--- config.mk ---
export PLATFORM = sky130hd
export DESIGN_NAME = counter_sequencer
export DESIGN_NICKNAME = d
export VERILOG_FILES = /design/src/rtl/counter_sequencer.sv
export SDC_FILE = /design/constraint.sdc
export NUM_CORES = 1
export LEC_CHECK = 0
export BUFFER_PORTS_ARGS = -buffer_cell sky130_fd_sc_hd__buf_4
export CORE_UTILIZATION = 51
export CTS_CLUSTER_DIAMETER = 120
export CTS_CLUSTER_SIZE = 16
export DETAILED_ROUTE_END_ITERATION = 16
export GPL_ROUTABILITY_DRIVEN = 1
export PLACE_DENSITY = 0.79
export REMOVE_ABC_BUFFERS = 1
export SETUP_SLACK_MARGIN = 0.05
export SLEW_MARGIN = 15
export SYNTH_ARGS = -nofsm -noshare
export SYNTH_HDL_FRONTEND = slang
export SYNTH_SLANG_ARGS = --single-unit
--- constraint.sdc ---
create_clock -name clk -period 1.8 [get_ports clk]
set_input_delay 0.18 -clock clk [delete_from_list [all_inputs] [get_ports clk]]
set_output_delay 0.18 -clock clk [all_outputs]
set_load 0.05 [all_outputs]
--- src/rtl/counter_sequencer.sv ---
// counter_sequencer: run-control FSM around an N-bit up-counter.
// The count runs 0..lim over a number of passes, with start/stop/pause control.
// The terminal tick is decoded combinationally from state and count.
// busy and done come from registers loaded with the next-state decode.
module counter_sequencer #(
  parameter int N = 4,
  parameter int R = 4
) (
  input  logic         clk,
  input  logic         reset,
  input  logic         start,
  input  logic         stop,
  input  logic         pause,
  input  logic [N-1:0] limit,
  input  logic [R-1:0] passes,
  output logic [N-1:0] count,
  output logic [R-1:0] pass_num,
  output logic         busy,
  output logic         tick,
  output logic         done
);

  typedef enum logic [1:0] {
    IDLE = 2'd0,
    RUN  = 2'd1,
    HOLD = 2'd2,
    DONE = 2'd3
  } state_t;

  state_t       state_r, state_s;
  logic [N-1:0] count_r, count_s;
  logic [R-1:0] pass_r,  pass_s;
  logic [N-1:0] lim_r,   lim_s;
  logic [R-1:0] pas_r,   pas_s;
  logic [R-1:0] pass_inc_s;
  logic         busy_r,  done_r;

  // Next-state and datapath update; stop outranks pause, pause outranks the wrap.
  always_comb begin
    state_s    = state_r;
    count_s    = count_r;
    pass_s     = pass_r;
    lim_s      = lim_r;
    pas_s      = pas_r;
    pass_inc_s = pass_r + R'(1);
    case (state_r)
      IDLE: begin
        count_s = '0;
        if (start) begin
          lim_s   = limit;
          pas_s   = passes;
          pass_s  = '0;
          state_s = RUN;
        end else begin
          state_s = IDLE;
        end
      end
      RUN: begin
        if (stop) begin
          count_s = '0;
          state_s = IDLE;
        end else if (pause) begin
          state_s = HOLD;
        end else if (count_r == lim_r) begin
          count_s = '0;
          pass_s  = pass_inc_s;
          // A zero pass budget means run until stopped.
          if ((pas_r != '0) && (pass_inc_s == pas_r)) begin
            state_s = DONE;
          end else begin
            state_s = RUN;
          end
        end else begin
          count_s = count_r + N'(1);
        end
      end
      HOLD: begin
        if (stop) begin
          count_s = '0;
          state_s = IDLE;
        end else if (!pause) begin
          state_s = RUN;
        end else begin
          state_s = HOLD;
        end
      end
      DONE: begin
        count_s = '0;
        state_s = IDLE;
      end
      default: begin
        count_s = '0;
        state_s = IDLE;
      end
    endcase
  end

  // State, datapath and status registers; reset has priority over everything.
  always_ff @(posedge clk) begin
    if (reset) begin
      state_r <= IDLE;
      count_r <= '0;
      pass_r  <= '0;
      lim_r   <= '0;
      pas_r   <= '0;
      busy_r  <= 1'b0;
      done_r  <= 1'b0;
    end else begin
      state_r <= state_s;
      count_r <= count_s;
      pass_r  <= pass_s;
      lim_r   <= lim_s;
      pas_r   <= pas_s;
      busy_r  <= (state_s == RUN) || (state_s == HOLD);
      done_r  <= (state_s == DONE);
    end
  end

  assign count    = count_r;
  assign pass_num = pass_r;
  assign busy     = busy_r;
  assign done     = done_r;
  assign tick     = (state_r == RUN) && (count_r == lim_r);

endmodule

==> impl_metrics.json, run 1 <==
{
  "routed_wl_mm": 2.29,
  "htreeDepth": 1,
  "r2r_start": "pass_num[1]",
  "wl_per_cell_um": 12.9,
  "grt_pass1_wl_mm": 3.42,
  "crit_path_end_kind": "flop",
  "dp_slack_ns": 0.0841,
  "power.density_mw_per_mm2": 694,
  "fin_skew_ns": 0.00301,
  "fin_crit_ns": 1.68,
  "hp-class": "primary input to flop",
  "fin_hold_ws_ns": 0.108,
  "numCtsBuffers": 3,
  "synth_cells": 123,
  "maxCapViolations": 0,
  "crit_start": "pass_num[1]",
  "grt_pass1_vias": 806,
  "worst_pin_slew_ns": 0.417,
  "viasPerCell": 5.49,
  "hpwl_mm": 1.67,
  "drt-met1-wl_mm": 1.06,
  "cp.required_ns": 2.01,
  "hp-start": "passes[1]",
  "finalSetupViolations": 0,
  "die_h_um": 46.6,
  "ys_types": 29,
  "rows": 15,
  "overflow": 0,
  "first_iter_violations": 16,
  "start_kind": "flop",
  "syn_area_mm2": 0.00102,
  "dr_wl_met2_mm": 1.08,
  "setup_slack_ns": 0.123,
  "fmax_ghz": 0.596,
  "fill_cells": 170,
  "status": "finished, final reports clean",
  "vdd_ir_drop_max_mv": 0.598,
  "regArea_um2": 404,
  "port_buffers": 23,
  "ys_ff_latch": 20,
  "crit_type": "flop to flop",
  "ios": 24,
  "grt_max_degree": 21,
  "final_cell_mix": "buf_4, nand2_1, dfxtp_1",
  "final_common_cell": "buf_4",
  "routed.top_layer": "met4",
  "crit_arrival_ns": 1.89,
  "multiInputGateArea_um2": 603,
  "cts_tree": "built",
  "drt_pass1_iterations": 4,
  "path_max_fanout": 4,
  "initial_core_util_pct": 56.4,
  "fp.coreArea_mm2": 0.00180,
  "via_count": 978,
  "ys_seq_area_share_pct": 39.4,
  "fin_nets": 170,
  "drtAntennaViolNets": 0,
  "antenna_found_initial": 0,
  "dr_wl_met3_um": 92,
  "cts_root_buffer": "clkbuf_4",
  "diodes": 0,
  "hold_viol_final": 0,
  "place_congestion": 0.841,
  "clkTransAtPathRegs_ns": 0.11,
  "fp.dieArea_mm2": 0.00217,
  "clk_latency_ns": 0.31,
  "yosysWarnings": 0,
  "p_leak_uw": 0.000541,
  "maxSlewViolCount": 0,
  "avgSynthCellArea_um2": 8.26,
  "drive_gt1_share_pct": 28.1,
  "cts.path.max_buffers": 2,
  "finalCritPeriodShare_pct": 93.2,
  "area_growth_syn_to_layout_pct": 29.1,
  "cts.sinks": 20,
  "drcViolationCount": 0,
  "grtUsageTotal_pct": 23.1,
  "dieWidth_um": 46.6,
  "max-slew-margin-rel_pct": 72.1,
  "rsz0062_at_grt": "yes",
  "r2r_setup_slack_ns": 0.12
}
-- Yosys cell counts, drive strengths merged --
cell | instances | area share (%)
nand4 | 6 | 3.7
nand2b | 1 | 0.62
nor3 | 3 | 1.5
and2 | 2 | 1.2
clkbuf | 4 | 1.5
nand3 | 3 | 1.5
xor2 | 2 | 1.7
o211ai | 5 | 3.7
or2b | 1 | 0.74
nand2 | 24 | 8.9
o2111ai | 1 | 0.86
or3 | 1 | 0.62
buf | 1 | 0.49
nor2 | 4 | 1.5
ha | 3 | 3.7
and2b | 1 | 0.86
or4 | 2 | 1.5
nand4b | 1 | 0.86
dfxtp | 20 | 39
a31oi | 3 | 1.8
nand3b | 1 | 0.74
a21oi | 16 | 7.9
and4 | 1 | 1.1
a21o | 2 | 1.5
inv | 1 | 0.37
or3b | 1 | 0.86
nor3b | 1 | 1.8
nor2b | 5 | 3.1
xnor2 | 7 | 6.0
-- metal layers --
layer / track usage [%] / up-vias
met2: 37.2 / 21
met3: 7.06 / 7
li1: - / 498
met4: 8.57 / 0
met5: 0 / -
met1: 28.7 / 452
-- state kept, by name, indices dropped and copies added (netlist names) --
register,cells
count,4
lim_r,4
pas_r,4
pass_num,4
state_r,2
busy,1
done,1
-- timing repair --
action / CTS / global route
endpoints found under the setup margin: 1 / 4
buffers inserted: 0 / 3
resized for setup: 2 / 3
pin swaps: 0 / 1
hold buffers: 0 / 0
-- cells by family (layout without fill, tap and decap cells) --
group / count (synthesis) / in the layout / synth area share [%]
and+or+nand+nor: 58 / 58 / 31.0
AOI/OAI and AO/OA: 27 / 27 / 15.8
DFF: 20 / 20 / 39.4
xor gates and xnor gates: 9 / 9 / 7.76
buffers and inverters: 6 / 36 / 2.34
adders and majority gates: 3 / 3 / 3.69
-- final timing paths --
path | end | depth (start not counted)
worst min register to register | lim_r[1] | 2
worst min-delay path | pas_r[1] | 3
worst max-delay path | busy | 7
worst max register to register | busy | 7
-- final cells by class --
type,count,share of cell area [%]
tap,25,2.39
sequential,20,30.8
clock buffer,4,2.77
inverter,1,0.286
multi-input combinational,97,46.0
timing repair buffer,31,17.7
-- critical path, cell delays in order, from the launching register on --
cell	delay, ns
dfxtp_2	0.35
ha_1	0.29
xor2_1	0.16
nor3_2	0.19
o2111ai_2	0.15
nand2_1	0.11
ha_1	0.22
nor2b_1	0.12
-- stage by stage --
stage / TNS [ns] / util, % / cells / total power (uW) / area, um2
2_1_floorplan: -0.811 / - / 118 / 575 / 996
3_3_place_gp: 0 / 68.7 / 171 / 642 / 1240
3_5_place_dp: 0 / 68.7 / 171 / 647 / 1240
4_1_cts: 0 / 70.8 / 175 / 903 / 1280
5_1_grt: -0.0260 / 72.8 / 178 / 950 / 1310
6_report: 0 / 72.8 / 178 / 910 / 1310
-- power breakdown --
part,switching [uW],internal [uW]
registers,13.2,459
logic,99.3,78.0
clock network,137,124
(Power assumes the default switching activity.)
==> run 2, diff against run 1 <==
Settings changed: ABC_AREA set to 1, CORE_UTILIZATION 51 to 40, PLACE_DENSITY 0.79 to 0.65, REMOVE_ABC_BUFFERS 1 to unset.
==> impl_metrics.json, run 2 <==
{
  "synth_top_family_by_area": "simple AND/OR/NAND/NOR gates",
  "viasPerCell": 4.98,
  "dp_slack_ns": 0.0563,
  "fp.coreArea_mm2": 0.00245,
  "drtAntennaViolNets": 0,
  "fin_nets": 202,
  "cts_tree": "built",
  "crit_path_end_kind": "flop",
  "final_cell_mix": "nand2_1, buf_4, inv_1",
  "fmax_ghz": 0.592,
  "yosysWarnings": 0,
  "grtUsageTotal_pct": 17.7,
  "clkTransAtPathRegs_ns": 0.13,
  "p_leak_uw": 0.000622,
  "cts.path.max_buffers": 2,
  "synth_top_area_share_pct": 38.6,
  "synth_cells": 156,
  "synthXorXnorAreaFrac_pct": 0.844,
  "drive_gt1_share_pct": 27.0,
  "first_iter_violations": 12,
  "syn_area_mm2": 0.00104,
  "wl_per_cell_um": 10.7,
  "path_cells": "ha_4, inv_2, nand2_1, nand2_1, nor2_1, nand2_1, nor2_1, nand3_1, nand2_1, nand2_1, nand2_1, ha_1, inv_1, nor2_1",
  "area_growth_syn_to_layout_pct": 29.2,
  "yosys.area_share.adder_pct": 3.62,
  "port_buffers": 23,
  "min_path_cells": 3,
  "finish.utilization_pct": 54.6,
  "final_common_cell": "nand2_1",
  "r2r-end": "busy",
  "syn_nets": 172,
  "yosys-top-cells-count": "nand2_1, inv_1, dfxtp_1, a21oi_1, nor2_1",
  "numCtsBuffers": 3,
  "dieWidth_um": 52.9,
  "cp.required_ns": 2.00,
  "cts.sinks": 20,
  "hp-class": "primary input to flop",
  "critical_path.slowest_cell": "dfxtp_4",
  "synth_area_leaders": "dfxtp_1, nand2_1, a21oi_1, inv_1, nand3_1",
  "path_max_fanout": 4,
  "overflow": 0,
  "cts_root_buffer": "clkbuf_4",
  "total_power_uw": 924,
  "max-slew-margin-rel_pct": 83.5,
  "fin_crit_ns": 1.69,
  "synth_ff_type": "dfxtp_1",
  "power.density_mw_per_mm2": 690,
  "maxSlewViolCount": 0,
  "r2r_setup_slack_ns": 0.11,
  "fin_skew_ns": 0.0110,
  "crit_type": "flop to flop",
  "yosys.area_share.simple_pct": 29.8,
  "worstHoldEndpoint": "pas_r[2]",
  "drt_pass1_iterations": 4,
  "drcViolationCount": 0,
  "rsz0062_at_grt": "yes",
  "slowest_delay_ns": 0.39,
  "r2r_start": "pass_num[1]",
  "setup_slack_ns": 0.111,
  "hold_viol_final": 0,
  "place_congestion": 0.768,
  "routed_wl_mm": 2.30,
  "synthMuxAreaShare_pct": 0,
  "path_common_cell": "nand2_1",
  "avgSynthCellArea_um2": 6.65,
  "die_h_um": 52.9,
  "grt_pass1_wl_mm": 3.63,
  "hp-start": "passes[2]",
  "fp.dieArea_mm2": 0.00280,
  "synthArstFlopShare_pct": 0,
  "crit_arrival_ns": 1.89,
  "yosys.area.top_type": "dfxtp_1",
  "ys_types": 20,
  "start_kind": "flop",
  "grt_max_degree": 17,
  "via_count": 1070,
  "maxCapViolations": 0,
  "status": "finished, final reports clean",
  "vdd_ir_drop_max_mv": 0.431,
  "synth-edff-count": 0,
  "hpwl_mm": 1.74,
  "finalSetupViolations": 0,
  "initial_core_util_pct": 42.3,
  "antenna_found_initial": 0,
  "ys_seq_area_share_pct": 38.6,
  "r2r_cells": 14,
  "ys_ff_latch": 20,
  "fin_hold_ws_ns": 0.122,
  "yosysMostFrequentCell": "nand2_1",
  "synth_compound_area_share_pct": 17.0,
  "rows": 18,
  "finalCritPeriodShare_pct": 93.8,
  "worst_pin_slew_ns": 0.247,
  "ios": 24,
  "clk_latency_ns": 0.30,
  "htreeDepth": 1,
  "diodes": 0,
  "grt_pass1_vias": 897
}
==> run 2: changes by cell type after synthesis, sizes merged, moves of 6 or more <==
| cell | before | now |
|---|---|---|
| nor2 | 4 | 16 |
| xnor2 | 7 | 1 |
| nand3 | 3 | 12 |
| nand2 | 24 | 38 |
| o21ai | 0 | 12 |
| inv | 1 | 25 |
==> run 2: per-stage QoR <==
step / area (um2) / instances / setup TNS, ns
after floorplan: 1040 / 156 / -0.0161
after global placement: 1270 / 209 / 0
final: 1340 / 215 / 0
after global routing: 1340 / 215 / -0.0149
after CTS: 1320 / 213 / 0
after detailed placement: 1270 / 209 / 0
==> run 2: report_power, final <==
group	switching [uW]	internal [uW]
sequential	14.8	464
combinational	108	69.2
clock	145	123
total	268	656
==> run 2: worst max-delay path, delay by kind of cell, from the launching register on <==
family                   cells  cell delay, ns
buffers and inverters        2            0.08
adder cells (fa/ha/maj)      2            0.50
flip-flops                   1            0.39
AND/OR/NAND/NOR             10            0.61
==> run 2: cell type report <==
cell class	instances	area [um2]
clock buffer	4	36.3
fill	252	1110
inverter	25	93.8
multi-input combinational	108	552
sequential	20	410
tap	30	37.5
timing repair buffer	28	210
==> run 2: per-layer routing <==
metal	GRT usage [%]	wire (um)	vias up
li1	-	-	558
met1	21.6	1080	493
met2	31.9	1140	15
met3	2.59	56	4
met4	5.26	26	0
met5	0	0	-
==> run 2: logic make-up after synthesis <==
kind of cell,count (synthesis)
fa+ha+maj,3
compound gates,33
flops,20
xor+xnor,1
simple gates,71
buf+inv,28
==> run 2: worst max path at each step <==
| stage | startpoint | to | slack (ns) | depth (start not counted) |
|---|---|---|---|---|
| after global placement | pass_num[1] | busy | 0.09 | 14 |
| after floorplan | count[3] | busy | -0.02 | 12 |
| after global routing | pass_num[1] | busy | -0.01 | 14 |
| after detailed placement | pass_num[1] | busy | 0.06 | 13 |
| after CTS | pass_num[1] | busy | 0.06 | 13 |
| final | pass_num[1] | busy | 0.11 | 14 |
==> run 2: what timing repair did <==
action	in CTS	in global routing
setup buffers	0	2
cloned	0	0
hold buffers	0	0
pin swaps	0	2
gates resized for setup	1	6
endpoints found under the setup margin	1	2
